==> config.mk <==
export PLATFORM = sky130hd
export DESIGN_NAME = fetch_queue_flat
export DESIGN_NICKNAME = d
export VERILOG_FILES = /design/src/rtl/fetch_queue_if.sv /design/src/rtl/fetch_queue.sv /design/src/flat_wrapper.sv
export SDC_FILE = /design/constraint.sdc
export NUM_CORES = 1
export LEC_CHECK = 0
export CAP_MARGIN = 15
export CORE_AREA = 2 2 146 148
export CTS_CLUSTER_SIZE = 28
export DETAILED_ROUTE_END_ITERATION = 7
export DIE_AREA = 0 0 148 150
export DONT_BUFFER_PORTS = 1
export GPL_TIMING_DRIVEN = 0
export SYNTH_ARGS = -nofsm -noshare
export SYNTH_HDL_FRONTEND = slang
export SYNTH_SLANG_ARGS = --single-unit
==> constraint.sdc <==
create_clock -name clk_i -period 4 [get_ports clk_i]
set_clock_uncertainty 0.1 [all_clocks]
set_input_delay 0.8 -clock clk_i [delete_from_list [all_inputs] [get_ports clk_i]]
set_output_delay 0.8 -clock clk_i [all_outputs]
set_load 0.05 [all_outputs]
==> src/rtl/fetch_queue_if.sv <==
// rtl/fetch_queue_if.sv - fetch/decode handshake bundle for the instruction fetch queue
//
// Groups every non-clock, non-reset signal of fetch_queue.
//   master : the side that drives fetch data, flush and decode ready (fetch/decode stages or a bench)
//   slave  : the queue itself
// Signals:
//   flush_i     discard all buffered entries (highest priority)
//   if_valid_i  fetch presents a {pc, instr} pair
//   if_pc_i     PC of the presented instruction
//   if_instr_i  presented instruction word
//   if_ready_o  queue can accept a pair this cycle
//   id_valid_o  head entry is valid for decode
//   id_pc_o     PC of the head entry
//   id_instr_o  instruction of the head entry
//   id_ready_i  decode consumes the head this cycle
//   count_o     number of occupied entries
interface fetch_queue_if #(
    parameter int DEPTH = 4,
    parameter int XLEN  = 32
);
    localparam int CW = $clog2(DEPTH) + 1;

    logic            flush_i;
    logic            if_valid_i;
    logic [XLEN-1:0] if_pc_i;
    logic [XLEN-1:0] if_instr_i;
    logic            if_ready_o;
    logic            id_valid_o;
    logic [XLEN-1:0] id_pc_o;
    logic [XLEN-1:0] id_instr_o;
    logic            id_ready_i;
    logic [CW-1:0]   count_o;

    modport master (
        output flush_i, if_valid_i, if_pc_i, if_instr_i, id_ready_i,
        input  if_ready_o, id_valid_o, id_pc_o, id_instr_o, count_o
    );

    modport slave (
        input  flush_i, if_valid_i, if_pc_i, if_instr_i, id_ready_i,
        output if_ready_o, id_valid_o, id_pc_o, id_instr_o, count_o
    );
endinterface

==> src/rtl/fetch_queue.sv <==
// rtl/fetch_queue.sv - in-order instruction buffer between fetch and decode with flush
//
// Buffers up to DEPTH {pc, instr} pairs so fetch can run ahead of a stalled decode.
// Ports:
//   clk_i    clock, all state updates on the rising edge
//   reset_i  asynchronous active-low reset
//   bus      fetch_queue_if.slave (fetch push side, decode pop side, flush, count)
module fetch_queue #(
    parameter int DEPTH = 4,
    parameter int XLEN  = 32
) (
    input  logic          clk_i,
    input  logic          reset_i,
    fetch_queue_if.slave  bus
);
    localparam int AW = $clog2(DEPTH);
    localparam int CW = AW + 1;
    localparam logic [XLEN-1:0] NOP = XLEN'(32'h0000_0013);

    logic [XLEN-1:0] pc_mem    [DEPTH];
    logic [XLEN-1:0] instr_mem [DEPTH];
    logic [AW-1:0]   wr_ptr;
    logic [AW-1:0]   rd_ptr;
    logic [CW-1:0]   count;
    logic            push;
    logic            pop;

    // Ready is derived from occupancy only, so decode ready never reaches fetch
    // combinationally; a full queue stalls fetch even if decode pops that cycle.
    assign bus.if_ready_o = (count != CW'(DEPTH));
    assign bus.id_valid_o = (count != '0);
    assign bus.count_o    = count;

    assign push = bus.if_valid_i & bus.if_ready_o & ~bus.flush_i;
    assign pop  = bus.id_valid_o & bus.id_ready_i & ~bus.flush_i;

    // Empty queue presents PC 0 and a NOP rather than stale storage contents.
    assign bus.id_pc_o    = bus.id_valid_o ? pc_mem[rd_ptr]    : '0;
    assign bus.id_instr_o = bus.id_valid_o ? instr_mem[rd_ptr] : NOP;

    always_ff @(posedge clk_i or negedge reset_i) begin
        if (!reset_i) begin
            wr_ptr <= '0;
            rd_ptr <= '0;
            count  <= '0;
        end else if (bus.flush_i) begin
            // Stored words are left stale; clearing count makes them unreachable.
            wr_ptr <= '0;
            rd_ptr <= '0;
            count  <= '0;
        end else begin
            if (push) begin
                wr_ptr <= wr_ptr + AW'(1);
            end
            if (pop) begin
                rd_ptr <= rd_ptr + AW'(1);
            end
            if (push && !pop) begin
                count <= count + CW'(1);
            end else if (pop && !push) begin
                count <= count - CW'(1);
            end
        end
    end

    // Storage has no reset: validity is tracked entirely by count.
    always_ff @(posedge clk_i) begin
        if (push) begin
            pc_mem[wr_ptr]    <= bus.if_pc_i;
            instr_mem[wr_ptr] <= bus.if_instr_i;
        end
    end
endmodule
==> src/flat_wrapper.sv <==
// flat-port wrapper written by rule: the top's interface ports become plain ports
module fetch_queue_flat 
#(
    parameter int DEPTH = 4,
    parameter int XLEN  = 32
)
  (clk_i, reset_i, bus_flush_i, bus_if_valid_i, bus_if_pc_i, bus_if_instr_i, bus_id_ready_i, bus_if_ready_o, bus_id_valid_o, bus_id_pc_o, bus_id_instr_o, bus_count_o);
  fetch_queue_if #(.DEPTH(DEPTH), .XLEN(XLEN)) bus_i ();
  input  logic clk_i;
  input  logic reset_i;
  input wire logic [$bits(bus_i.flush_i)-1:0] bus_flush_i;
  input wire logic [$bits(bus_i.if_valid_i)-1:0] bus_if_valid_i;
  input wire logic [$bits(bus_i.if_pc_i)-1:0] bus_if_pc_i;
  input wire logic [$bits(bus_i.if_instr_i)-1:0] bus_if_instr_i;
  input wire logic [$bits(bus_i.id_ready_i)-1:0] bus_id_ready_i;
  output wire logic [$bits(bus_i.if_ready_o)-1:0] bus_if_ready_o;
  output wire logic [$bits(bus_i.id_valid_o)-1:0] bus_id_valid_o;
  output wire logic [$bits(bus_i.id_pc_o)-1:0] bus_id_pc_o;
  output wire logic [$bits(bus_i.id_instr_o)-1:0] bus_id_instr_o;
  output wire logic [$bits(bus_i.count_o)-1:0] bus_count_o;
  assign bus_i.flush_i = bus_flush_i;
  assign bus_i.if_valid_i = bus_if_valid_i;
  assign bus_i.if_pc_i = bus_if_pc_i;
  assign bus_i.if_instr_i = bus_if_instr_i;
  assign bus_i.id_ready_i = bus_id_ready_i;
  assign bus_if_ready_o = bus_i.if_ready_o;
  assign bus_id_valid_o = bus_i.id_valid_o;
  assign bus_id_pc_o = bus_i.id_pc_o;
  assign bus_id_instr_o = bus_i.id_instr_o;
  assign bus_count_o = bus_i.count_o;
  fetch_queue #(.DEPTH(DEPTH), .XLEN(XLEN)) u_core (.clk_i(clk_i), .reset_i(reset_i), .bus(bus_i));
endmodule
==> results of run 1 <==
-- cell usage after synthesis (all sizes together) --
master    n
a221oi    1
xnor2     2
o21ai     3
a21boi    1
fa        1
a21oi     1
nand3     2
ha        4
nor4b     1
edfxtp  256
and2     66
buf      17
inv       5
a31oi     1
dfrtp     7
nor2      7
nor3      2
a311oi    1
or3b      1
clkbuf    8
xor2      4
or2       3
o311a     1
and3b     1
mux4     64
nand2     5
-- logic make-up (layout without fill, tap and decap cells) --
| family | Yosys count | in the layout | share of synthesized area, % |
|---|---|---|---|
| and+or+nand+nor | 88 | 88 | 5.14 |
| DFF | 263 | 263 | 77.3 |
| xor gates and xnor gates | 6 | 6 | 0.516 |
| AOI/OAI and AO/OA | 9 | 9 | 0.602 |
| muxes | 64 | 64 | 14.2 |
| adders and majority gates | 5 | 5 | 0.689 |
| buffers and inverters | 30 | 83 | 1.62 |
-- critical path, cell delays in order, from the launching register on --
cell and delay [ps]:
sky130_fd_sc_hd__dfrtp_1 650, sky130_fd_sc_hd__buf_2 300, sky130_fd_sc_hd__nor3_2 100, sky130_fd_sc_hd__inv_1 100, sky130_fd_sc_hd__buf_2 250, sky130_fd_sc_hd__clkbuf_1 400
sky130_fd_sc_hd__and2_1 530
-- registers in the layout, indices dropped and copies added (netlist names) --
signal and cells:
u_core.bus.count_o 3, u_core.instr_mem 128, u_core.pc_mem 128, u_core.wr_ptr 2
u_core.rd_ptr 2
-- what timing repair did --
action | in CTS | in global routing
hold buffers | 1 | 0
setup endpoints to repair | 0 | 48
gates resized for setup | 0 | 7
buffers inserted | 0 | 0
endpoints found under the hold margin | 7 | 0
-- per-layer routing --
metal  wire (µm)  share of wire [%]
met1        6790                 38
met4         308                1.7
met5           0                  0
met3        1660                9.2
met2        9200                 51
-- where the power goes --
group | total [µW] | switching [µW] | internal, µW
Sequential | 3320 | 108 | 3220
Clock | 2640 | 958 | 1690
Combinational | 3190 | 2380 | 808
-- area by class of cell --
cell class / instances / share of cell area [%]
Clock inverter: 15 / 1.92
Multi-Input combinational cell: 172 / 18.7
Buffer: 25 / 1.27
Clock buffer: 33 / 6.37
Inverter: 5 / 0.162
Sequential cell: 263 / 67.8
Timing Repair Buffer: 5 / 0.777
Tap cell: 275 / 2.97
-- cells in the final DEF, fill, tap and decap left out, drive strengths merged --
cell         netlist  routed
nor2               7       7
o311a              1       1
a21boi             1       1
a21oi              1       1
fa                 1       1
bufinv             0       6
mux4              64      64
and3b              1       1
and2              66      66
a31oi              1       1
nand2              5       5
or2                3       3
a311oi             1       1
o21ai              3       3
edfxtp           256     256
dfrtp              7       7
buf               17      21
nand3              2       2
nor4b              1       1
clkinv             0       9
nor3               2       2
dlygate4sd3        0       1
ha                 4       4
or3b               1       1
a221oi             1       1
inv                5       5
clkbuf             8      41
xnor2              2       2
xor2               4       4
-- metrics by stage --
stage	power, µW	utilization (%)
floorplan	6160	-
global placement	6590	50.8
detailed placement	6630	51.3
CTS	9290	56.0
global route	9540	56.0
finish	9160	56.0
-- path summary, 6_finish.rpt --
| path | from | endpoint | slack [ps] | cells past startpoint |
|---|---|---|---|---|
| min reg2reg | u_core.wr_ptr[1]$_DFFE_PN0P_ | u_core.wr_ptr[1]$_DFFE_PN0P_ | 480 | 2 |
| max reg2reg | u_core.bus.count_o[0]$_DFFE_PN0P_ | u_core.bus.count_o[1]$_DFFE_PN0P_ | 380 | 9 |
| max in group asynchronous | reset_i | u_core.rd_ptr[0]$_DFFE_PN0P_ | 3000 | 1 |
| min in group asynchronous | reset_i | u_core.rd_ptr[1]$_DFFE_PN0P_ | 530 | 1 |
| max | u_core.bus.count_o[0]$_DFFE_PN0P_ | bus_id_instr_o[11] | 250 | 6 |
| min | bus_if_pc_i[16] | u_core.pc_mem[2][16]$_DFFE_PP_ | 280 | 0 |
==> impl_metrics.prom, run 1 <==
# TYPE chip_impl_metric gauge
chip_impl_info{name="outcome",value="finished clean"} 1
chip_impl_info{name="unrepaired_setup_endpoints_after_global_routing",value="false"} 1
chip_impl_metric{name="place_congestion",unit=""} 0.690
chip_impl_metric{name="register_area",unit="mm²"} 0.00786
chip_impl_metric{name="detail_route.iter0.violations",unit=""} 181
chip_impl_metric{name="post_syn_instances",unit=""} 465
chip_impl_metric{name="antenna-diode-count",unit=""} 0
chip_impl_metric{name="synth_cell_types",unit=""} 27
chip_impl_metric{name="core_region_area",unit="mm²"} 0.0207
chip_impl_info{name="root_buffer",value="sky130_fd_sc_hd__clkbuf_16"} 1
chip_impl_metric{name="chip_width",unit="µm"} 148
chip_impl_metric{name="seq_area_frac_synth",unit="%"} 77.3
chip_impl_metric{name="max_cap_viol_count",unit=""} 0
chip_impl_metric{name="floorplan.initialDensity",unit="%"} 49.2
chip_impl_metric{name="detailedRoute.firstPassIterationCount",unit=""} 4
chip_impl_metric{name="synthesis.area",unit="mm²"} 0.0102
chip_impl_metric{name="critical_path_required",unit="ps"} 3100
chip_impl_metric{name="number_of_buffers_created_by_cts",unit=""} 26
chip_impl_metric{name="nets",unit=""} 572
chip_impl_metric{name="met1_layer_usage_reported_by_global_route",unit="%"} 19.6
chip_impl_metric{name="post_synthesis_area_per_instance",unit="µm²"} 21.9
chip_impl_metric{name="yosys_register_bits",unit=""} 263
chip_impl_metric{name="final_design_area_no_fill",unit="mm²"} 0.0116
chip_impl_info{name="yosys.area.top_type",value="sky130_fd_sc_hd__edfxtp_1"} 1
chip_impl_metric{name="clock_latency",unit="ps"} 510
chip_impl_metric{name="leakagePower",unit="µW"} 0.00369
chip_impl_metric{name="fin_crit_sh",unit="%"} 93.8
chip_impl_metric{name="fmax",unit="MHz"} 266
chip_impl_metric{name="std_cell_rows",unit=""} 53
chip_impl_metric{name="io_buffers",unit=""} 0
chip_impl_info{name="timing_worst_setup_path_type",value="flip-flop to primary output"} 1
chip_impl_metric{name="area_of_the_die",unit="mm²"} 0.0222
chip_impl_metric{name="post-place-ws",unit="ps"} 392
chip_impl_metric{name="grt.overflow.total",unit=""} 0
chip_impl_info{name="synth.area.top_cells",value="sky130_fd_sc_hd__edfxtp_1 76%, sky130_fd_sc_hd__mux4_2 14%, sky130_fd_sc_hd__and2_1 4.1%"} 1
chip_impl_metric{name="drive_above_1_share",unit="%"} 26.1
chip_impl_metric{name="yosys_warnings",unit=""} 0
chip_impl_info{name="tritoncts",value="done"} 1
chip_impl_metric{name="mappedNetlistNets",unit=""} 539
chip_impl_info{name="type_of_element_launching_the_critical_path",value="flip-flop"} 1
chip_impl_metric{name="grt_start_max_net_pins",unit=""} 34
chip_impl_metric{name="cts-htree-levels",unit=""} 1
chip_impl_metric{name="syn_to_final_growth",unit="%"} 13.9
chip_impl_info{name="worstSetupEndpointType",value="primary output"} 1
chip_impl_metric{name="globalRouteTotalUtil",unit="%"} 16.7
chip_impl_metric{name="clkSinkCount",unit=""} 263
chip_impl_metric{name="peakVddDrop",unit="mV"} 0.645
chip_impl_metric{name="final-instance-count-excl-fill",unit=""} 793
chip_impl_metric{name="tightest_slew",unit="ps"} 681
chip_impl_metric{name="power.density",unit="mW/mm²"} 790
chip_impl_metric{name="timing.max_slew.rel_slack",unit="%"} 54.6
chip_impl_info{name="worst_hold_path_type",value="input pin to flip-flop"} 1
chip_impl_metric{name="multi_input_comb_area",unit="mm²"} 0.00217
chip_impl_metric{name="clkSlewWorstSetupHoldPaths",unit="ps"} 60
chip_impl_metric{name="setup_violations",unit=""} 0
chip_impl_metric{name="drt.antenna.violating_nets",unit=""} 0
chip_impl_metric{name="met3_track_demand_over_resource",unit="%"} 6.74
chip_impl_metric{name="wl_per_cell",unit="µm"} 22.7
chip_impl_metric{name="routed_via_density",unit=""} 5.53
chip_impl_metric{name="routed-via-count",unit=""} 4383
chip_impl_metric{name="number_of_global_route_vias_before_repair",unit=""} 4890
chip_impl_metric{name="die-height",unit="µm"} 150
chip_impl_metric{name="timing_max_transition_violations_final",unit=""} 0
chip_impl_metric{name="min_tclk_post_route",unit="ps"} 3750
chip_impl_metric{name="post_dp_hpwl",unit="mm"} 11.1
chip_impl_metric{name="final.fill_count",unit=""} 1594
chip_impl_metric{name="post_dp_cell_area",unit="mm²"} 0.0106
chip_impl_metric{name="setup_tns",unit="ps"} 0
chip_impl_metric{name="grt_antenna_before_repair",unit=""} 0
chip_impl_metric{name="drcViolationCount",unit=""} 0
chip_impl_metric{name="clk_path_buf_depth",unit=""} 3
chip_impl_metric{name="post-place-cells",unit=""} 744
chip_impl_metric{name="data_arrival_critical_path",unit="ps"} 2850
chip_impl_metric{name="postRouteWirelength",unit="mm"} 18.0
chip_impl_metric{name="path_max_fanout",unit=""} 10
chip_impl_metric{name="synthDominantCellAreaShare",unit="%"} 75.5
chip_impl_metric{name="grt_first_pass_wirelength",unit="mm"} 27.8
chip_impl_metric{name="hold_violations",unit=""} 0
chip_impl_info{name="gr-max-usage-layer",value="met2"} 1
chip_impl_metric{name="grt_util_met2",unit="%"} 29.3
chip_impl_metric{name="postLayoutSetupSlackWorst",unit="ps"} 247
chip_impl_metric{name="holdWs",unit="ps"} 281
chip_impl_metric{name="io_pins",unit=""} 138
No activity file was read; power rests on OpenSTA's default activity.
==> inputs of run 2 (changes only) <==
--- a/config.mk
+++ b/config.mk
@@ -5,7 +5,6 @@
 export SDC_FILE = /design/constraint.sdc
 export NUM_CORES = 1
 export LEC_CHECK = 0
-export CAP_MARGIN = 15
 export CORE_AREA = 2 2 146 148
 export CTS_CLUSTER_SIZE = 28
 export DETAILED_ROUTE_END_ITERATION = 7
@@ -15,3 +14,4 @@
 export SYNTH_ARGS = -nofsm -noshare
 export SYNTH_HDL_FRONTEND = slang
 export SYNTH_SLANG_ARGS = --single-unit
+export TNS_END_PERCENT = 10
==> constraint.sdc (replaced) <==
create_clock -name clk_i -period 4 [get_ports clk_i]
set_clock_uncertainty 0.1 [all_clocks]
set_input_delay 0.8 -clock clk_i [delete_from_list [all_inputs] [get_ports clk_i]]
set_output_delay 0.8 -clock clk_i [all_outputs]
set_load 0.005 [all_outputs]
==> impl_metrics.prom, run 2 (synthesis gave the netlist of run 1 again) <==
# TYPE chip_impl_metric gauge
chip_impl_info{name="rr_startpoint",value="u_core.bus.count_o[0]$_DFFE_PN0P_"} 1
chip_impl_metric{name="grt_antenna_before_repair",unit=""} 0
chip_impl_metric{name="r2r_slack",unit="ps"} 980
chip_impl_info{name="type_of_element_launching_the_critical_path",value="flip-flop"} 1
chip_impl_metric{name="critical-path-max-stage-delay",unit="ps"} 440
chip_impl_metric{name="post-place-ws",unit="ps"} 865
chip_impl_metric{name="floorplan.initialDensity",unit="%"} 49.2
chip_impl_metric{name="tightest_slew",unit="ps"} 658
chip_impl_metric{name="wl_per_cell",unit="µm"} 22.7
chip_impl_metric{name="drt.antenna.violating_nets",unit=""} 0
chip_impl_info{name="unrepaired_setup_endpoints_after_global_routing",value="false"} 1
chip_impl_metric{name="min_path_cells",unit=""} 0
chip_impl_metric{name="holdWs",unit="ps"} 280
chip_impl_metric{name="io_pins",unit=""} 138
chip_impl_metric{name="clk_path_buf_depth",unit=""} 3
chip_impl_metric{name="die-height",unit="µm"} 150
chip_impl_metric{name="critical_path_required",unit="ps"} 3100
chip_impl_metric{name="cts-htree-levels",unit=""} 1
chip_impl_info{name="outcome",value="finished clean"} 1
chip_impl_metric{name="leakagePower",unit="µW"} 0.00368
chip_impl_metric{name="globalRouteTotalUtil",unit="%"} 16.7
chip_impl_metric{name="rr_worst_depth",unit=""} 10
chip_impl_metric{name="peakVddDrop",unit="mV"} 0.455
chip_impl_metric{name="number_of_buffers_created_by_cts",unit=""} 26
chip_impl_metric{name="timing.max_slew.rel_slack",unit="%"} 56.1
chip_impl_metric{name="multi_input_comb_area",unit="mm²"} 0.00216
chip_impl_info{name="crit_slowest_cell",value="sky130_fd_sc_hd__nor3_1"} 1
chip_impl_info{name="worstSetupEndpointType",value="primary output"} 1
chip_impl_metric{name="drive_above_1_share",unit="%"} 25.1
chip_impl_info{name="crit-reg2reg-capture",value="u_core.bus.count_o[1]$_DFFE_PN0P_"} 1
chip_impl_metric{name="core_region_area",unit="mm²"} 0.0207
chip_impl_metric{name="hold_violations",unit=""} 0
chip_impl_info{name="most_common_library_cell_in_the_layout_ignoring_fill_and_taps",value="sky130_fd_sc_hd__edfxtp_1"} 1
chip_impl_metric{name="data_arrival_critical_path",unit="ps"} 2390
chip_impl_info{name="worst_setup_path_startpoint",value="u_core.bus.count_o[0]$_DFFE_PN0P_"} 1
chip_impl_metric{name="routed-via-count",unit=""} 4364
chip_impl_metric{name="area_of_the_die",unit="mm²"} 0.0222
chip_impl_metric{name="place_congestion",unit=""} 0.690
chip_impl_info{name="layout.cells.most_common_list",value="256 x sky130_fd_sc_hd__edfxtp_1, 64 x sky130_fd_sc_hd__mux4_2, 62 x sky130_fd_sc_hd__and2_1"} 1
chip_impl_metric{name="fin_crit_sh",unit="%"} 82.2
chip_impl_metric{name="clkSinkCount",unit=""} 263
chip_impl_metric{name="postRouteWirelength",unit="mm"} 18.0
chip_impl_info{name="tritoncts",value="done"} 1
chip_impl_metric{name="drcViolationCount",unit=""} 0
chip_impl_metric{name="timing_max_transition_violations_final",unit=""} 0
chip_impl_metric{name="routed_via_density",unit=""} 5.50
chip_impl_metric{name="final.fill_count",unit=""} 1597
chip_impl_metric{name="postLayoutSetupSlackWorst",unit="ps"} 713
chip_impl_info{name="root_buffer",value="sky130_fd_sc_hd__clkbuf_16"} 1
chip_impl_metric{name="number_of_global_route_vias_before_repair",unit=""} 4890
chip_impl_metric{name="register_area",unit="mm²"} 0.00786
chip_impl_metric{name="post_dp_hpwl",unit="mm"} 11.1
chip_impl_metric{name="clock_latency",unit="ps"} 510
chip_impl_metric{name="postCtsResizedCells",unit=""} 0
chip_impl_metric{name="path_max_fanout",unit=""} 10
chip_impl_metric{name="chip_width",unit="µm"} 148
chip_impl_metric{name="power.density",unit="mW/mm²"} 661
chip_impl_metric{name="fmax",unit="MHz"} 304
chip_impl_info{name="crit_path_frequent_cell",value="sky130_fd_sc_hd__buf_2"} 1
chip_impl_metric{name="detail_route.iter0.violations",unit=""} 195
chip_impl_metric{name="nets",unit=""} 572
chip_impl_metric{name="io_buffers",unit=""} 0
chip_impl_metric{name="detailedRoute.firstPassIterationCount",unit=""} 6
chip_impl_metric{name="max_cap_viol_count",unit=""} 0
chip_impl_metric{name="clkSlewWorstSetupHoldPaths",unit="ps"} 60
chip_impl_metric{name="syn_to_final_growth",unit="%"} 13.8
chip_impl_info{name="timing_worst_setup_path_type",value="flip-flop to primary output"} 1
chip_impl_metric{name="grt_first_pass_wirelength",unit="mm"} 27.8
chip_impl_info{name="worst_hold_path_type",value="input pin to flip-flop"} 1
chip_impl_metric{name="grt.overflow.total",unit=""} 0
chip_impl_metric{name="setup_violations",unit=""} 0
chip_impl_info{name="timing.critical_path.cells",value="buf_2 > nor3_1 > inv_1 > buf_2 > clkbuf_1 > and2_1"} 1
chip_impl_metric{name="grt_start_max_net_pins",unit=""} 34
chip_impl_metric{name="final_core_area_utilization",unit="%"} 56.0
chip_impl_metric{name="min_tclk_post_route",unit="ps"} 3290
chip_impl_info{name="critical_path.endpoint",value="bus_id_instr_o[11]"} 1
chip_impl_metric{name="std_cell_rows",unit=""} 53
chip_impl_metric{name="antenna-diode-count",unit=""} 0
run 2: changes by cell type in the layout (fill, tap and decap cells not counted):
| cell | change |
|---|---|
| sky130_fd_sc_hd__nor3_2 | -1 |
| sky130_fd_sc_hd__nor3_1 | +1 |
| sky130_fd_sc_hd__clkbuf_2 | -1 |
| sky130_fd_sc_hd__and2_2 | -3 |
| sky130_fd_sc_hd__clkbuf_1 | +1 |
| sky130_fd_sc_hd__and2_1 | +3 |
run 2: power breakdown:
group | switching, µW | internal, µW | total (µW) | leakage (µW)
Clock | 959 | 1690 | 2640 | 0.000472
Combinational | 939 | 797 | 1740 | 0.000795
Sequential | 60.7 | 3220 | 3280 | 0.00242
run 2: stage by stage:
stage	power [µW]	instance area, µm²	instances	setup TNS [ps]
2_1_floorplan	4660	10200	465	0
3_3_place_gp	5100	10500	740	-169480
3_5_place_dp	5140	10600	744	0
4_1_cts	7800	11600	793	0
5_1_grt	8040	11600	793	0
6_report	7660	11600	793	0
run 2: per-layer routing:
layer | wire (µm) | GRT usage [%] | share of wire (%)
met1 | 6830 | 19.6 | 38
met2 | 9200 | 29.3 | 51
met3 | 1630 | 6.74 | 9.1
met4 | 308 | 3.19 | 1.7
met5 | 0 | 0 | 0
run 2: timing repair:
item,CTS,global route
hold buffers,1,0
hold endpoints to repair,7,0
buffers inserted,0,0
run 2: worst min-delay path by stage:
| stage | start | endpoint |
|---|---|---|
| floorplan | reset_i | u_core.bus.count_o[0]$_DFFE_PN0P_ |
| global placement | reset_i | u_core.rd_ptr[0]$_DFFE_PN0P_ |
| detailed placement | reset_i | u_core.bus.count_o[1]$_DFFE_PN0P_ |
| CTS | bus_if_pc_i[16] | u_core.pc_mem[2][16]$_DFFE_PP_ |
| global route | bus_if_pc_i[5] | u_core.pc_mem[1][5]$_DFFE_PP_ |
| finish | bus_if_instr_i[17] | u_core.instr_mem[0][17]$_DFFE_PP_ |
run 2: final cells by class:
class | instances | area share (%)
Clock inverter | 15 | 1.92
Sequential cell | 263 | 67.9
Multi-Input combinational cell | 172 | 18.6
Tap cell | 275 | 2.97
Inverter | 5 | 0.162
Timing Repair Buffer | 5 | 0.778
Buffer | 25 | 1.26
Clock buffer | 33 | 6.37
run 2: critical path, delay by kind of cell, from the launching register on:
family	cells	cell delay, ps
simple gates	2	680
buf+inv	4	790
flops	1	410
